[src/rtl/matmul4x4_4x2_stream_if.sv]
// Operand/result stream bundle for matmul4x4_4x2_stream.
// Latency: none, this is wiring only.
// Backpressure: input and output are independent valid/ready pairs.
// Signals: in_valid/in_data/in_ready carry operand beats (A0..A15 then B0..B7),
//          out_valid/out_data/out_last/out_ready carry results S0..S7, busy flags COMPUTE/DRAIN.
// Modports: master drives operands and accepts results, slave is the compute block.
interface matmul4x4_4x2_stream_if #(
  parameter int DATA_W = 16
);
  logic              in_valid;
  logic [DATA_W-1:0] in_data;
  logic              in_ready;
  logic              out_valid;
  logic [DATA_W-1:0] out_data;
  logic              out_last;
  logic              out_ready;
  logic              busy;

  modport master (
    output in_valid, in_data, out_ready,
    input  in_ready, out_valid, out_data, out_last, busy
  );

  modport slave (
    input  in_valid, in_data, out_ready,
    output in_ready, out_valid, out_data, out_last, busy
  );
endinterface

[src/rtl/matmul4x4_4x2_stream.sv]
// Serial signed Q8.8 4x4 x 4x2 matrix product using one shared multiply-accumulate unit.
// Latency: first result is valid 33 cycles after the cycle of the final (24th) input handshake.
// Backpressure: in_ready only in LOAD; results hold stable while out_ready is low, no overlap between matrices.
// Ports: clk, rst (synchronous, active-high), mm (slave modport of matmul4x4_4x2_stream_if):
//   in_valid/in_data/in_ready operand beats, out_valid/out_data/out_last/out_ready results, busy.
// Build option: define MATMUL_SAT_EN to clamp each result to the signed DATA_W range instead of wrapping.
module matmul4x4_4x2_stream #(
  parameter int DATA_W = 16,
  parameter int FRAC_W = 8,
  parameter int ACC_W  = 2*DATA_W+2
) (
  input  logic                  clk,
  input  logic                  rst,
  matmul4x4_4x2_stream_if.slave mm
);

  localparam logic [1:0] ST_LOAD    = 2'd0;
  localparam logic [1:0] ST_COMPUTE = 2'd1;
  localparam logic [1:0] ST_DRAIN   = 2'd2;

  logic [1:0] state;
  logic [4:0] ld_idx;   // operand beat 0..23
  logic [4:0] cyc;      // compute cycle 0..31 = {result k, term j}
  logic [2:0] dr_idx;   // result currently presented

  logic signed [DATA_W-1:0] opbuf [24];  // 0..15 = A, 16..23 = B
  logic        [DATA_W-1:0] res   [8];
  logic signed [ACC_W-1:0]  acc;

  logic              in_ready_q;
  logic              out_valid_q;
  logic [DATA_W-1:0] out_data_q;
  logic              out_last_q;
  logic              busy_q;

  assign mm.in_ready  = in_ready_q;
  assign mm.out_valid = out_valid_q;
  assign mm.out_data  = out_data_q;
  assign mm.out_last  = out_last_q;
  assign mm.busy      = busy_q;

  // Compute-cycle decode: k = cyc[4:2] (row r = cyc[4:3], column c = cyc[2]), term j = cyc[1:0].
  logic [1:0] row_r;
  logic       col_c;
  logic [1:0] term_j;
  logic [2:0] res_k;

  assign row_r  = cyc[4:3];
  assign col_c  = cyc[2];
  assign term_j = cyc[1:0];
  assign res_k  = cyc[4:2];

  // A[4r+j] and B[2j+c]; B lives at offset 16 in the buffer.
  logic signed [DATA_W-1:0]   a_op;
  logic signed [DATA_W-1:0]   b_op;
  logic signed [2*DATA_W-1:0] a_ext;
  logic signed [2*DATA_W-1:0] b_ext;
  logic signed [2*DATA_W-1:0] prod;

  assign a_op  = opbuf[{1'b0, row_r, term_j}];
  assign b_op  = opbuf[{2'b10, term_j, col_c}];
  // Extending both operands first keeps the full signed product in the low 2*DATA_W bits.
  assign a_ext = {{DATA_W{a_op[DATA_W-1]}}, a_op};
  assign b_ext = {{DATA_W{b_op[DATA_W-1]}}, b_op};
  assign prod  = a_ext * b_ext;

  logic signed [ACC_W-1:0] acc_base;
  logic signed [ACC_W-1:0] acc_next;

  // Term 0 restarts the sum, so no separate clear cycle is needed between results.
  assign acc_base = (term_j == 2'd0) ? '0 : acc;
  assign acc_next = acc_base + {{(ACC_W-2*DATA_W){prod[2*DATA_W-1]}}, prod};

  // Arithmetic shift truncates toward minus infinity; no rounding bit is added.
  logic [DATA_W-1:0] res_val;

`ifdef MATMUL_SAT_EN
  logic signed [ACC_W-1:0] acc_shr;
  logic [ACC_W-DATA_W:0]   acc_hi;
  logic                    fits;

  assign acc_shr = acc_next >>> FRAC_W;
  // The value fits in DATA_W bits when every bit from the DATA_W sign position upward agrees.
  assign acc_hi  = acc_shr[ACC_W-1:DATA_W-1];
  assign fits    = (&acc_hi) | ~(|acc_hi);

  always_comb begin
    res_val = acc_shr[DATA_W-1:0];
    if (!fits) begin
      res_val = acc_shr[ACC_W-1] ? {1'b1, {(DATA_W-1){1'b0}}}
                                 : {1'b0, {(DATA_W-1){1'b1}}};
    end
  end
`else
  assign res_val = DATA_W'(acc_next >>> FRAC_W);
`endif

  // Control path and registered outputs.
  always_ff @(posedge clk) begin
    if (rst) begin
      state       <= ST_LOAD;
      ld_idx      <= '0;
      cyc         <= '0;
      dr_idx      <= '0;
      acc         <= '0;
      in_ready_q  <= 1'b0;
      out_valid_q <= 1'b0;
      out_data_q  <= '0;
      out_last_q  <= 1'b0;
      busy_q      <= 1'b0;
    end else begin
      case (state)
        ST_LOAD: begin
          in_ready_q <= 1'b1;
          if (mm.in_valid && in_ready_q) begin
            if (ld_idx == 5'd23) begin
              state      <= ST_COMPUTE;
              ld_idx     <= '0;
              cyc        <= '0;
              in_ready_q <= 1'b0;
              busy_q     <= 1'b1;
            end else begin
              ld_idx <= ld_idx + 5'd1;
            end
          end
        end

        ST_COMPUTE: begin
          acc <= acc_next;
          cyc <= cyc + 5'd1;
          if (cyc == 5'd31) begin
            // S0 was written back at cycle 3, so it can be presented right away.
            state       <= ST_DRAIN;
            dr_idx      <= '0;
            out_valid_q <= 1'b1;
            out_data_q  <= res[0];
            out_last_q  <= 1'b0;
          end
        end

        ST_DRAIN: begin
          if (mm.out_ready) begin
            if (dr_idx == 3'd7) begin
              state       <= ST_LOAD;
              dr_idx      <= '0;
              out_valid_q <= 1'b0;
              out_last_q  <= 1'b0;
              in_ready_q  <= 1'b1;
              busy_q      <= 1'b0;
            end else begin
              dr_idx     <= dr_idx + 3'd1;
              out_data_q <= res[dr_idx + 3'd1];
              out_last_q <= (dr_idx == 3'd6);
            end
          end
        end

        default: begin
          state <= ST_LOAD;
        end
      endcase
    end
  end

  // Operand buffer: contents are meaningless until a full load completes, so no reset.
  always_ff @(posedge clk) begin
    if (!rst && state == ST_LOAD && mm.in_valid && in_ready_q) begin
      opbuf[ld_idx] <= mm.in_data;
    end
  end

  // Result buffer: written on the last term of each dot product.
  always_ff @(posedge clk) begin
    if (!rst && state == ST_COMPUTE && term_j == 2'd3) begin
      res[res_k] <= res_val;
    end
  end

endmodule

[src/flat_wrapper.sv]
// flat-port wrapper written by rule: the top's interface ports become plain ports
module matmul4x4_4x2_stream_flat 
#(
  parameter int DATA_W = 16,
  parameter int FRAC_W = 8,
  parameter int ACC_W  = 2*DATA_W+2
)
  (clk, rst, mm_in_valid, mm_in_data, mm_out_ready, mm_in_ready, mm_out_valid, mm_out_data, mm_out_last, mm_busy);
  matmul4x4_4x2_stream_if #(.DATA_W(DATA_W)) mm_i ();
  input  logic clk;
  input  logic rst;
  input wire logic [$bits(mm_i.in_valid)-1:0] mm_in_valid;
  input wire logic [$bits(mm_i.in_data)-1:0] mm_in_data;
  input wire logic [$bits(mm_i.out_ready)-1:0] mm_out_ready;
  output wire logic [$bits(mm_i.in_ready)-1:0] mm_in_ready;
  output wire logic [$bits(mm_i.out_valid)-1:0] mm_out_valid;
  output wire logic [$bits(mm_i.out_data)-1:0] mm_out_data;
  output wire logic [$bits(mm_i.out_last)-1:0] mm_out_last;
  output wire logic [$bits(mm_i.busy)-1:0] mm_busy;
  assign mm_i.in_valid = mm_in_valid;
  assign mm_i.in_data = mm_in_data;
  assign mm_i.out_ready = mm_out_ready;
  assign mm_in_ready = mm_i.in_ready;
  assign mm_out_valid = mm_i.out_valid;
  assign mm_out_data = mm_i.out_data;
  assign mm_out_last = mm_i.out_last;
  assign mm_busy = mm_i.busy;
  matmul4x4_4x2_stream #(.DATA_W(DATA_W), .FRAC_W(FRAC_W), .ACC_W(ACC_W)) u_core (.clk(clk), .rst(rst), .mm(mm_i));
endmodule
[config.mk]
export PLATFORM = sky130hd
export DESIGN_NAME = matmul4x4_4x2_stream_flat
export DESIGN_NICKNAME = d
export VERILOG_FILES = /design/src/rtl/matmul4x4_4x2_stream_if.sv /design/src/rtl/matmul4x4_4x2_stream.sv /design/src/flat_wrapper.sv
export SDC_FILE = /design/constraint.sdc
export NUM_CORES = 1
export LEC_CHECK = 0
export BUFFER_PORTS_ARGS = -buffer_cell sky130_fd_sc_hd__buf_2
export CAP_MARGIN = 20
export CORE_ASPECT_RATIO = 0.6
export CORE_UTILIZATION = 40
export CTS_BUF_LIST = sky130_fd_sc_hd__clkbuf_8
export CTS_CLUSTER_DIAMETER = 40
export CTS_CLUSTER_SIZE = 20
export DETAILED_ROUTE_END_ITERATION = 7
export GPL_TIMING_DRIVEN = 0
export PLACE_DENSITY = 0.51
export SETUP_SLACK_MARGIN = 0.15
export SLEW_MARGIN = 20
export SYNTH_ARGS = -nofsm -noshare
export SYNTH_HDL_FRONTEND = slang
export SYNTH_SLANG_ARGS = --single-unit
[constraint.sdc]
create_clock -name clk -period 13.26 [get_ports clk]
set_clock_uncertainty 0.1 [all_clocks]
set_input_delay 2.652 -clock clk [delete_from_list [all_inputs] [get_ports clk]]
set_output_delay 2.652 -clock clk [all_outputs]
set_load 0.005 [all_outputs]
Word level (Yosys, flattened, before mapping)
Memory sizes are Yosys's and may differ from the RTL's. A register that Yosys moved wholly into a read port is not among the register bits. Index checks and enable logic that the tools add are counted.

Flip-flop bits (word level): 69. Bits in writable memories: 512. Bits of input ports: 20. Output and inout bits: 20. Logic and storage cells: 93. Memories kept: 2.

Memory list: u_core.opbuf (words 24, bits a word 16, rd ports 2, clocked after memory_dff 2, write ports 1, RTL line matmul4x4_4x2_stream.sv:26) `logic signed [DATA_W-1:0] opbuf [24];`; u_core.res (words 8, bits a word 16, rd ports 2, clocked after memory_dff 0, write ports 1, RTL line matmul4x4_4x2_stream.sv:27) `logic [DATA_W-1:0] res [8];`.

Add/subtract/negate cells: 4. Multipliers: 1. Eq/ne operators: 13. Mux-type cells: 43. Reductions and logical operators: 20.

Operators by type and width (count): 16-bit 2-to-1 mux (3); 5-bit 2-to-1 mux (7); 34-bit adder (1); 34-bit 2-to-1 mux (1); 16-bit by 16-bit multiplier with 32-bit output (1); 16-bit one-hot mux with 2 select lines (1); 1-bit 2-to-1 mux (16); 5-bit by 1-bit adder with 5-bit output, second input constant (2); 5-bit == test, second input constant (2); 2-bit 2-to-1 mux (5); 5-bit one-hot mux with 2 select lines (1); 5-bit AND reduction (2); 3-bit 2-to-1 mux (3); 3-bit AND reduction (3); 2-bit by 1-bit inequality test with 1-bit output, second input constant (4); 1-bit one-hot mux with 2 select lines (4); 4-bit AND reduction (2); 3-bit == test, second input constant (2); 1-bit logical AND (6); 2-bit one-hot mux with 3 select lines (1); 3-bit one-hot mux with 2 select lines (1); 2-bit nonzero test (3); 2-bit == test, second input constant (2); 2-bit zero test (2); 5 further kinds (6).

Logic depth before layout (Yosys ltp)
Gate-level depths: netlist (run 1).

Depth after elaboration: 6. Depth in mapped cells: 43. Depth with buffers taken out: 36.

Worst setup path after synthesis (run 1)
No wires, ideal clock.

Path kind: register -> register. Start point: register with a tool-made name. End point: memory u_core.res[0][15], data pin. Library setup time: 0.246 ns. Data arrival time: 9.232 ns. Data required time: 12.914 ns. Setup slack: 3.682 ns. Cell stages (with the launch flop): 37. Buffers on the path: 6. Period minus slack after synthesis: 9.578 ns. Path through: dfxtp_1 -> buf_6 -> buf_6 -> buf_6 -> buf_2 -> buf_2 -> buf_2 -> mux4_2 -> mux4_2 -> nor2b_1 -> fa_1 -> inv_1 -> fa_1 -> fa_1 -> fa_1 -> inv_1 -> fa_1 -> inv_1 -> fa_1 -> inv_1 -> ha_1 -> a211oi_1 -> nand2_1 -> a21o_1 -> a31o_2 -> a211oi_1 -> nor2_1 -> ha_1 -> and4_1 -> a31o_2 -> a21oi_1 -> nand2_1 -> a41o_1 -> a21bo_2 -> a21oi_1 -> xnor2_1 -> xnor2_1.

RTL lines (RTL line): to (decl) (matmul4x4_4x2_stream.sv:27).

==> results.toml, run 1 <==
[run_status]
status = "finished clean"

[timing]
max_slew_margin_pct = 28.57
min_period_ns = 12.41
final_max_slew_viol_count = 0
fin_crit_sh_pct = 93.56
rsz0062_at_grt = "false"
fin_hold_ws_ns = 0.3521
fin_tns_setup_ns = 0
worst_slew_pin_slew_ns = 1.071
hold_viol = 0
finalSetupViolations = 0
fmax_mhz = 80.60

[clocking]
cts_root_buf = "clkbuf_8"
cts.sinks = 576
tritoncts = "yes"
cts_buffers = 59
clkTransAtPathRegs_ns = 0.11
cts_resized = 0
insertion_delay_ns = 0.73
cts_hold_buf = 0
cts_max_level = 2
max-clock-path-buffers = 3
postCtsSetupRepairBufs = 0

[placement]
port_buffers = 38
hpwl_um = 61350
gp_congestion = 0.8653

[logic_synthesis]
yosys-top-cells-area = "edfxtp_1, fa_1, mux4_2"
synth-edff-count = 512
yosys_warnings = 0
synth-async-reset-ratio_pct = 0
yosys_register_bits = 576
syn_nets = 2490
yosysTopAreaCellShare_pct = 49.84
syn_area_mm2 = 0.03085
yosysTopAreaCell = "edfxtp_1"
syn_inst = 2175
ys_seq_area_share_pct = 54.00
ys_types = 62
synth_flop_cell = "edfxtp_1"
syn_avg_cell_area_um2 = 14.18

[cells_and_area]
layout_common_cells = "edfxtp_1, inv_1, fa_1"
area_growth_pct = 11.49
mostFrequentLayoutCell = "edfxtp_1"
drive_above_1_share_pct = 17.20
final_util_pct = 45.29
nFillCells = 6777
fin_nets = 2619

[setup_path]
start_kind = "register"
crit_top_cell = "fa_1"
critPathMaxFanout = 10
cpMaxStageDelayCell = "mux2i_1"
crit_path_max_incr_delay_ns = 0.92
cp-end-kind = "register"
worstSetupPathType = "reg -> reg"
cp.arrival_ns = 12.72
critical_path_required_ns = 13.58

[power_and_ir_drop]
powerDensity_mw_per_mm2 = 150.8
p_leak_nw = 12.38
power_mw = 5.186
vdd_drop_max_v = 0.0001863

[global_route]
grt_pass1_vias = 18302
grt_util_all_layers_pct = 21.63
global_route.overflow_total = 0
grt_antenna_before_repair = 3
grt_max_degree = 25
grt_pass1_wl_um = 122700

[floorplan]
io_pins = 40
die_w_um = 360.5
design.core.area_mm2 = 0.07593
core.rowCount = 78
die_area_mm2 = 0.07826
start_util_pct = 40.63
chipHeight_um = 217.1

[drt]
drt-initial-drc-count = 1717
dr.pass1.iters = 6
vias = 18301
wl_um = 82960
ant_nets = 0
drc_errors = 0
post_drt_wl_per_cell_um = 24.72
drt-vias-per-instance = 5.453

[min_path]
hold_path.class = "reg -> reg"

[flow_run]
drv_cap = 0
-- registers in the layout, indices dropped and copies added, names as in the netlist, named ones only --
register,flops
u_core.mm.out_valid,1
u_core.acc,24
u_core.cyc,5
u_core.opbuf,384
u_core.state,2
u_core.dr_idx,3
u_core.mm.in_ready,1
u_core.mm.out_last,1
u_core.mm.busy,1
u_core.mm.out_data,16
u_core.res,128
u_core.ld_idx,5
-- per-layer routing --
layer	track usage, %	vias to the layer above	routed length [um]
li1	-	7951	-
met1	34.91	9581	41390
met2	27.75	680	31560
met3	7.309	89	8898
met4	3.674	0	1119
met5	0	-	0
-- critical path, delay by kind of cell, from the launching register on --
family	cells	cell delay (ns)
adder cells (fa/ha/maj)	8	3.62
AO/OA/AOI/OAI	7	1.79
buffers and inverters	10	3.30
flip-flops	1	0.32
multiplexers	1	0.92
XOR/XNOR	3	0.88
AND/OR/NAND/NOR	6	1.15
-- final timing paths --
kind	end	slack [ns]	from	cells past startpoint
hold / removal	u_core.acc[0]$_SDFFE_PP0P_	0.35	u_core.acc[0]$_SDFFE_PP0P_	2
setup reg to reg	u_core.res[1][15]$_DFFE_PP_	0.85	register	35
hold reg to reg	u_core.acc[0]$_SDFFE_PP0P_	0.35	u_core.acc[0]$_SDFFE_PP0P_	2
setup / recovery	u_core.res[1][15]$_DFFE_PP_	0.85	register	35
-- cell type report --
cell class | count | area, um2 | area share (%)
antenna | 2 | 5.005 | 0.01455
tap | 1000 | 1251 | 3.638
timing repair buffer | 68 | 599.3 | 1.743
buffer | 87 | 384.1 | 1.117
multi-input combinational | 1249 | 13040 | 37.91
sequential | 576 | 16660 | 48.43
inverter | 263 | 987.2 | 2.871
clock inverter | 50 | 629.4 | 1.830
clock buffer | 61 | 839.6 | 2.441
-- report_power, final --
part           internal, mW  leakage [nW]  switching (mW)
Clock                 0.605         0.748           0.758
Combinational         0.502          6.52            1.06
Sequential             2.25          5.12         0.00140
-- cell families (layout without fill, tap and decap cells) --
family	count (synthesis)	count (layout)	synth area share, %
XOR/XNOR	60	60	1.797
adder cells (fa/ha/maj)	295	295	16.54
buffers and inverters	350	529	4.433
AND/OR/NAND/NOR	514	514	7.857
multiplexers	176	176	11.20
flip-flops	576	576	54.00
other	0	2	0
AO/OA/AOI/OAI	204	204	4.174
-- through the flow --
step,instance area (um2),worst slack (ns),cells
2_1_floorplan,30850,3.682,2175
3_3_place_gp,32290,0.6974,3213
3_5_place_dp,32870,0.6199,3240
4_1_cts,34340,0.5415,3351
5_1_grt,34380,0.2547,3354
6_report,34390,0.8537,3356
-- Yosys cell counts, types with 5 or more instances --
library cell and count:
edfxtp_1 512, inv_1 263, fa_1 188, nand2_1 155, nor2_1 155, mux4_2 134
ha_1 107, a21oi_1 93, nor2b_1 75, dfxtp_1 64, clkbuf_1 59, xnor2_1 45
nand2b_1 32, mux2i_1 29, a211oi_1 25, and2_1 24, o21ai_0 22, nor3_1 16
buf_2 13, mux2_2 13, nand3_1 12, xor2_1 12, a21o_1 11, o21a_1 11
buf_1 9, or2_2 8, or3_1 8, a22oi_2 6, nand4_1 5
No activity file was read; power rests on OpenSTA's default activity.
==> inputs of run 2 (changes only) <==
Settings changed: CELL_PAD_IN_SITES_DETAIL_PLACEMENT set to 2, CELL_PAD_IN_SITES_GLOBAL_PLACEMENT set to 2, PLACE_DENSITY 0.51 to 0.66, RECOVER_POWER set to 100, SLEW_MARGIN 20 to not set.
==> results.toml, run 2 (same netlist as run 1, synthesis figures left out) <==
[cells_and_area]
mostFrequentLayoutCell = "edfxtp_1"
layout_common_cells = "edfxtp_1, inv_1, fa_1"
drive_above_1_share_pct = 14.58
reg_top3 = "u_core.opbuf: 384 flops, u_core.res: 128 flops, u_core.acc: 24 flops"
area_growth_pct = 11.35
seq_area_mm2 = 0.01666
fin_nets = 2655
multi_input_area_mm2 = 0.01285
regMostFlops = "u_core.opbuf"
nFillCells = 7412
largest_reg_flops = 384

[setup_path]
crit_top_cell = "inv_1"
reg2reg_slack_ns = 0.44
crit_path_max_incr_delay_ns = 0.75
r2r-end = "u_core.res[0][14]$_DFFE_PP_"
worstSetupPathType = "reg -> reg"
critical_path_required_ns = 13.55
cp-end-kind = "register"
cpMaxStageDelayCell = "clkbuf_1"
start_kind = "register"
reg2regPathDepth = 36
critPathMaxFanout = 10
cp.arrival_ns = 13.12

[drt]
wl_um = 101800
vias = 19173
drc_errors = 0
post_drt_wl_per_cell_um = 29.90
drt-initial-drc-count = 1635
dr.pass1.iters = 5
ant_nets = 0
drt-vias-per-instance = 5.632

[power_and_ir_drop]
p_leak_nw = 12.30
powerDensity_mw_per_mm2 = 158.1
power_mw = 5.430
vdd_drop_max_v = 0.0001180

[timing]
rsz0062_at_grt = "false"
final_max_slew_viol_count = 44
fmax_mhz = 77.98
worst_slew_pin_slew_ns = 2.634
min_period_ns = 12.82
fin_hold_ws_ns = 0.3608
finalSetupViolations = 0
fin_crit_sh_pct = 96.71
fin_tns_setup_ns = 0
max_slew_margin_pct = -76.26
hold_viol = 0

[floorplan]
die_area_mm2 = 0.07826
core.rowCount = 78
die_w_um = 360.5
design.core.area_mm2 = 0.07593
chipHeight_um = 217.1
io_pins = 40
start_util_pct = 40.63

[clocking]
cts.sinks = 576
insertion_delay_ns = 0.75
cts_buffers = 72
postCtsSetupRepairBufs = 0
clkTransAtPathRegs_ns = 0.12
cts_max_level = 3
cts_root_buf = "clkbuf_8"
max-clock-path-buffers = 3
tritoncts = "yes"

[placement]
hpwl_um = 77210
gp_congestion = 0.8689
port_buffers = 38

[min_path]
min_from = "u_core.acc[15]$_SDFFE_PP0P_"
worstHoldPathCells = 2
hold_path.class = "reg -> reg"
holdPathEnd = "u_core.acc[15]$_SDFFE_PP0P_"

[flow_run]
drv_cap = 3

[run_status]
violations = "capacitance limit, slew limit"
status = "finished, violations left"

[global_route]
grt_max_degree = 25
grt_antenna_before_repair = 2
grt_pass1_vias = 20883
global_route.overflow_total = 0
grt_pass1_wl_um = 147400
grt_util_all_layers_pct = 26.51
run 2: cell types whose count changed in the layout (fill, tap and decap cells not counted), moves of 4 or more:
cell      delta
nor2_1      +28
clkinv_8     +8
clkbuf_1    +70
buf_6        -9
nor2_4      -18
buf_16       -6
nor2_2      -10
buf_2       -39
clkbuf_2     +4
clkbuf_8    +12
run 2: worst max-delay path, delay by kind of cell, from the launching register on:
family,cells,cell delay (ns)
AO/OA/AOI/OAI,8,2.78
XOR/XNOR,1,0.36
adder cells (fa/ha/maj),8,3.26
buffers and inverters,12,3.55
flip-flops,1,0.51
multiplexers,2,0.70
AND/OR/NAND/NOR,5,1.17
run 2: final cells by class:
type / instances / area share, %
clock buffers: 73 / 2.925
clock inverters: 61 / 2.189
multi-input cells: 1249 / 37.41
diodes: 4 / 0.02914
flip-flops and latches: 576 / 48.49
well taps: 1000 / 3.643
repair buffers: 92 / 1.297
inverters: 263 / 2.874
plain buffers: 86 / 1.140
run 2: how the worst max path moves through the flow:
stage | slack, ns | cells past startpoint | endpoint
floorplan | 3.68 | 36 | u_core.res[0][15]$_DFFE_PP_
global route | 0.16 | 37 | u_core.acc[23]$_SDFFE_PP0P_
finish | 0.44 | 36 | u_core.res[0][14]$_DFFE_PP_
global placement | -0.29 | 34 | u_core.res[5][15]$_DFFE_PP_
detailed placement | 0.02 | 38 | u_core.res[0][15]$_DFFE_PP_
CTS | 0.15 | 38 | u_core.res[0][15]$_DFFE_PP_
run 2: timing repair:
item | in CTS | in global routing
gates resized for setup | 1 | 20
hold buffers | 0 | 0
endpoints found under the setup margin | 9 | 37
run 2: metrics by stage:
| stage | utilization [%] | cell area, um2 | std cells | worst slack [ns] |
|---|---|---|---|---|
| 2_1_floorplan | - | 30850 | 2175 | 3.682 |
| 3_3_place_gp | 42.52 | 32290 | 3213 | -0.2856 |
| 3_5_place_dp | 43.62 | 33120 | 3261 | 0.01559 |
| 4_1_cts | 45.94 | 34880 | 3395 | 0.1516 |
| 5_1_grt | 45.23 | 34340 | 3401 | 0.1640 |
| 6_report | 45.24 | 34350 | 3404 | 0.4360 |
run 2: layer usage:
metal / vias up / GRT usage, % / wire [um]
met2: 626 / 36.88 / 42290
met5: - / 0 / 0
met1: 10434 / 41.21 / 50190
met3: 87 / 7.284 / 7850
li1: 8026 / - / -
met4: 0 / 5.092 / 1431
run 2: power by group:
group | switching [mW] | internal (mW) | total (mW)
clock network | 0.882 | 0.666 | 1.55
logic | 1.13 | 0.494 | 1.62
registers | 0.00152 | 2.26 | 2.26
